<file path="src/rtl/sharp_pkg.sv">
// Shared constants and FSM state type for the Sharp memory-LCD line feeder.
package sharp_pkg;
  localparam int LINE_BITS     = 144;
  localparam int WORD_W        = 16;
  localparam int LINES_DEFAULT = 168;

  typedef enum logic [2:0] {
    ST_IDLE,
    ST_FETCH,
    ST_WAIT_RD,
    ST_PRESENT,
    ST_DONE
  } feed_state_e;
endpackage

</file>
<file path="src/rtl/sharp_word_packer.sv">
// Shifts 16-bit frame-buffer words into the 144-bit line register, word 0 ending at the MSBs.
// SHARP_FEEDER_INVERT_EN: invert each word before storage (frame buffer 1=black, panel 1=white).
module sharp_word_packer
  import sharp_pkg::*;
(
  input  logic                 clk,
  input  logic                 rst_n,
  input  logic                 load,
  input  logic [WORD_W-1:0]    word,
  output logic [LINE_BITS-1:0] line
);

  logic [WORD_W-1:0] word_st;

`ifdef SHARP_FEEDER_INVERT_EN
  assign word_st = ~word;
`else
  assign word_st = word;
`endif

  // Words arrive in ascending order, so shifting left lands word w at [143-16*w -: 16].
  always_ff @(posedge clk or negedge rst_n) begin
    if (!rst_n) line <= '0;
    else if (load) line <= {line[LINE_BITS-WORD_W-1:0], word_st};
  end

endmodule

</file>
<file path="src/rtl/sharp_line_feeder.sv">
// Streams one frame from a 16-bit frame buffer into 144-bit gate lines for a Sharp memory LCD.
// Optional macro SHARP_FEEDER_INVERT_EN (handled in sharp_word_packer) inverts stored pixels.
module sharp_line_feeder
  import sharp_pkg::*;
#(
  parameter int LINES          = LINES_DEFAULT,
  parameter int WORDS_PER_LINE = 9
) (
  input  logic                 clk_12mhz,
  input  logic                 rst_n,
  input  logic                 frame_start,
  output logic                 mem_rd_en,
  output logic [10:0]          mem_addr,
  input  logic [WORD_W-1:0]    mem_rd_data,
  output logic                 line_valid,
  input  logic                 line_ready,
  output logic [7:0]           line_addr,
  output logic [LINE_BITS-1:0] line_data,
  output logic                 frame_busy,
  output logic                 frame_done
);

  localparam int WCW = (WORDS_PER_LINE > 1) ? $clog2(WORDS_PER_LINE) : 1;

  feed_state_e    state, nxt;
  logic [WCW-1:0] word_cnt;
  logic [7:0]     line_cnt;
  logic [10:0]    base;
  logic           last_word, last_line;

  assign last_word = (word_cnt == WCW'(WORDS_PER_LINE - 1));
  assign last_line = (line_cnt == 8'(LINES));
  assign line_addr = line_cnt;

  always_ff @(posedge clk_12mhz or negedge rst_n) begin
    if (!rst_n) state <= ST_IDLE;
    else        state <= nxt;
  end

  always_comb begin
    nxt = state;
    case (state)
      ST_IDLE:    if (frame_start) nxt = ST_FETCH;
      ST_FETCH:   nxt = ST_WAIT_RD;
      ST_WAIT_RD: nxt = last_word ? ST_PRESENT : ST_FETCH;
      ST_PRESENT: if (line_ready) nxt = last_line ? ST_DONE : ST_FETCH;
      ST_DONE:    nxt = ST_IDLE;
      default:    nxt = ST_IDLE;
    endcase
  end

  always_comb begin
    mem_rd_en  = (state == ST_FETCH);
    mem_addr   = (state == ST_FETCH) ? base + 11'(word_cnt) : '0;
    line_valid = (state == ST_PRESENT);
    frame_busy = (state != ST_IDLE);
    frame_done = (state == ST_DONE);
  end

  // base tracks (line-1)*WORDS_PER_LINE incrementally so no multiplier is needed.
  always_ff @(posedge clk_12mhz or negedge rst_n) begin
    if (!rst_n) begin
      word_cnt <= '0;
      line_cnt <= '0;
      base     <= '0;
    end else begin
      case (state)
        ST_IDLE: if (frame_start) begin
          line_cnt <= 8'd1;
          word_cnt <= '0;
          base     <= '0;
        end
        ST_WAIT_RD: if (!last_word) word_cnt <= word_cnt + 1'b1;
        ST_PRESENT: if (line_ready && !last_line) begin
          line_cnt <= line_cnt + 8'd1;
          word_cnt <= '0;
          base     <= base + 11'(WORDS_PER_LINE);
        end
        default: ;
      endcase
    end
  end

  sharp_word_packer u_packer (
    .clk   (clk_12mhz),
    .rst_n (rst_n),
    .load  (state == ST_WAIT_RD),
    .word  (mem_rd_data),
    .line  (line_data)
  );

endmodule

</file>
<file path="config.mk">
export PLATFORM = sky130hd
export DESIGN_NAME = sharp_line_feeder
export DESIGN_NICKNAME = d
export VERILOG_FILES = /design/src/rtl/sharp_pkg.sv /design/src/rtl/sharp_word_packer.sv /design/src/rtl/sharp_line_feeder.sv
export SDC_FILE = /design/constraint.sdc
export NUM_CORES = 1
export LEC_CHECK = 0
export ABC_CLOCK_PERIOD_IN_PS = 1800
export BUFFER_PORTS_ARGS = -buffer_cell sky130_fd_sc_hd__buf_2
export CAP_MARGIN = 20
export CORE_MARGIN = 1
export CORE_UTILIZATION = 47
export DETAILED_ROUTE_END_ITERATION = 16
export HOLD_SLACK_MARGIN = 0.02
export PLACE_DENSITY_LB_ADDON = 0.1
export RECOVER_POWER = 25
export SYNTH_ARGS = -nofsm -noshare
export SYNTH_HDL_FRONTEND = slang
export SYNTH_SLANG_ARGS = --single-unit
</file>
<file path="constraint.sdc">
create_clock -name clk_12mhz -period 1.8 [get_ports clk_12mhz]
set_input_delay 0 -clock clk_12mhz [delete_from_list [all_inputs] [get_ports clk_12mhz]]
set_output_delay 0 -clock clk_12mhz [all_outputs]
set_load 0.05 [all_outputs]
</file>
==> results.txt <==
----------------------------------------------------
[Logic synthesis]
  Synthesized area divided by synthesized cell count ... 14.2 um2
  Most used flip-flop cell after synthesis ... sky130_fd_sc_hd__dfrtp_1
  Register area share after synthesis ... 60.4%
  Cell types occupying the most area after synthesis ... sky130_fd_sc_hd__dfrtp_1 (60%), sky130_fd_sc_hd__mux2_2 (23%), sky130_fd_sc_hd__ha_1 (1.6%)
  Count of synthesis-stage warnings from yosys ... 0
  Multiplexer share of the synthesized area ... 23.9%
  Xor-xnor portion of the synthesized cell area ... 0.497%
  Share of flip-flops with an asynchronous set or reset ... 100%
  Library cell with the largest summed area after synthesis ... sky130_fd_sc_hd__dfrtp_1
  Post-synthesis instance total ... 497
  Adder-cell share of the synthesized area ... 1.88%
  Fraction of the mapped netlist area in compound gates ... 5.82%
  Post-synth design cell area ... 7050 um2
  Number of synthesized register bits ... 170
  Count of different cell masters after synthesis ... 46
  Largest family of logic cells by synthesized area ... multiplexers
  Simple logic cell fraction of the synthesized area ... 5.34%
  Area share of the largest cell type after synthesis ... 60.4%
  Number of flops mapped to enable cells by yosys ... 0
  Net count after synthesis ... 527

[Clocking]
  Worst-skew pair later-pin latency ... 0.42 ns
  CTS Buffer Depth ... 2
  Clock sinks ... 170
  Clock tree from TritonCTS ... yes
  Number of clock buffers inserted by TritonCTS ... 17
  Number of H-tree branching levels ... 4
  Clock transition at the register clock pins on the worst setup and hold paths after CTS ... 0.06 ns
  Clock Root Buffer ... sky130_fd_sc_hd__clkbuf_16

[Layout]
  Seq. cell area ... 4270 um2
  Net total in the final layout ... 783
  Multi-input logic area ... 2960 um2
  Filler-free cell count of the finished design ... 950
  ANT cells ... 0
  Share of layout cells above drive strength 1 ... 62.4%
  Commonest non-fill, non-tap cell in the layout ... sky130_fd_sc_hd__buf_2
  Number of fill cells in the layout ... 1089
  Post-route core utilization ... 67.0%
  Most frequent cells in the layout ... sky130_fd_sc_hd__buf_2 (176), sky130_fd_sc_hd__dfrtp_1 (160), sky130_fd_sc_hd__mux2_2 (144)
  Signed area change from the synthesized netlist to the final layout ... 38.7%

[Critical path]
  Critical Path RT ... 1.80 ns
  Category of the most critical setup path ... reg2out
  R2r startpoint ... base[1]
  CP top delay family ... flip-flops
  Crit path DAT ... 2.23 ns
  Number of buffer and inverter stages on the critical path ... 3
  Crit path max-delay cell type ... sky130_fd_sc_hd__dfrtp_1
  Cell-by-cell trace of the critical path ... ha_4 > buf_6 > a21o_1 > a21oi_4 > buf_12 > or3_4 > a21oi_4 > buf_6
  Startpoint kind of the worst setup timing path ... flip-flop
  Startpoint of the most critical setup path ... word_cnt[2]
  Critical path endpoint category ... primary output
  Critical path peak fanout ... 7
  Critical Path Max Stage Delay ... 0.42 ns

[Worst hold path]
  Hold path startpoint ... mem_rd_data[0]
  Kind of path behind the tightest hold check ... in2reg

[Timing]
  Unrepaired setup endpoints after global routing ... yes
  Number of max-slew violations in the final report ... 0
  Final period utilization ... 124%
  Number of hold-slack violations in the final timing report ... 0
  Highest achievable clock rate ... 449 MHz
  Maximum clock skew at final layout ... 0.00750 ns
  Min cycle time layout ... 2.23 ns
  Crit path setup slack, layout ... -0.430 ns
  Transition time of the tightest slew-check pin ... 1.21 ns
  Setup-violating endpoint count in the final report ... 8
  Worst-case headroom to the max-slew limit ... 19.1%

[Global routing]
  Total global routing track utilization ... 21.4%
  First-pass GRT wire length ... 26.5 mm
  Pin count of the biggest net entering global routing ... 61
  Total congestion overflow after global routing ... 0
  Antenna violations before repair ... 0
  Number of global-route vias before repair ... 4961

[Outcome]
  Violations in the final reports ... setup timing
  Outcome ... finished with violations

[Detailed routing]
  Remaining design rule violation count ... 0
  Vias per cell ... 5.23
  Post-detailed-route wirelength per cell ... 16.7 um
  First drt pass iteration count ... 4
  Aggregate routed wire length ... 15.9 mm
  Violation count after the first detailed-routing iteration ... 271
  Final antenna-violating net count ... 0
  Via count of the routed design ... 4970

[Placement]
  Port Buf Inserts ... 186
  DPL Wire Length ... 11.0 mm
  # placed instances ... 883
  Final weighted congestion of routability-driven global placement ... 0.810
  Worst Setup Slack post-DPL ... -0.136 ns

[Floorplan]
  Overall die area ... 15500 um2
  Floorplan die height ... 124 um
  Horizontal die dimension ... 124 um
  Count of pins on the block boundary ... 187
  Initial cell density of the core ... 48.3%
  Rows ... 44
  Core footprint ... 14600 um2

[Flow run]
  Max cap viols ... 0

----------------------------------------------------
==> worst register-to-register path: stages (launching register included) <==
cell	delay, ns
sky130_fd_sc_hd__dfrtp_1	0.41
sky130_fd_sc_hd__buf_4	0.13
sky130_fd_sc_hd__buf_4	0.09
sky130_fd_sc_hd__buf_4	0.11
sky130_fd_sc_hd__ha_1	0.19
sky130_fd_sc_hd__a21oi_1	0.08
sky130_fd_sc_hd__buf_4	0.16
sky130_fd_sc_hd__o311ai_0	0.33
sky130_fd_sc_hd__o41ai_1	0.16
==> final timing paths <==
check                                     endpoint  slack, ns  cells past startpoint
worst min register to register  u_packer.line[131]       0.50                      1
worst min-delay path              u_packer.line[0]       0.35                      3
min in group asynchronous                  base[7]       0.37                      2
max in group asynchronous        u_packer.line[99]       0.26                      3
worst max-delay path                   mem_addr[8]      -0.43                      8
worst max register to register             base[6]          0                      8
==> metrics by stage <==
step	hold WS (ns)	TNS, ns	instance area [um2]
after detailed placement	-0.0279	-0.811	8580
after CTS	0.0948	-3.20	9670
after global routing	0.345	-8.90	9770
final	0.350	-2.81	9770
after floorplan	-0.296	-0.0170	7170
after global placement	-0.0328	-0.377	8580
==> area by class of cell <==
type,count,share of cell area (%)
clock buffer,22,4.95
sequential,170,43.7
timing repair buffer,259,16.9
multi-input combinational,294,30.3
inverter,11,0.461
tap,184,2.36
clock inverter,10,1.40
==> registers in the layout (all words and copies together) (netlist names) <==
register / count
base: 11
line_addr: 8
state: 3
u_packer.line: 144
word_cnt: 4
==> synthesized netlist by cell type, types with 3 or more instances <==
cell,n
sky130_fd_sc_hd__a21oi_1,13
sky130_fd_sc_hd__a31oi_1,5
sky130_fd_sc_hd__and2_1,3
sky130_fd_sc_hd__and3_1,7
sky130_fd_sc_hd__buf_2,21
sky130_fd_sc_hd__dfrtp_1,170
sky130_fd_sc_hd__ha_1,9
sky130_fd_sc_hd__inv_1,10
sky130_fd_sc_hd__mux2_2,144
sky130_fd_sc_hd__mux2i_1,6
sky130_fd_sc_hd__nand2_1,16
sky130_fd_sc_hd__nand4_1,4
sky130_fd_sc_hd__nor2_1,15
sky130_fd_sc_hd__nor3_1,3
sky130_fd_sc_hd__o21ai_0,15
sky130_fd_sc_hd__o311ai_0,4
sky130_fd_sc_hd__o31ai_1,4
sky130_fd_sc_hd__o41ai_1,4
sky130_fd_sc_hd__or3_1,7
sky130_fd_sc_hd__xor2_1,3
==> layer usage <==
metal / share of wire, % / global-route usage [%] / wire length, um
met2: 45 / 31.3 / 7070
met5: 0 / 0 / 0
met3: 5.8 / 5.71 / 916
met4: 1.3 / 6.73 / 213
met1: 48 / 31.1 / 7650
==> cell families after synthesis <==
group | Yosys count
flops | 170
mux | 150
compound gates | 60
buf+inv | 34
simple gates | 69
xor+xnor | 4
fa+ha+maj | 10
==> repair_timing <==
item	CTS	global route
pin swaps	18	18
endpoints found under the hold margin	189	0
gates resized for setup	40	24
setup endpoints to repair	23	33
setup buffers	14	5
cloned	1	0
hold buffers	19	0
Power is left out: the tool's default activity adds up to more than one toggle a clock period on the data nets, which glitch-free logic cannot reach.
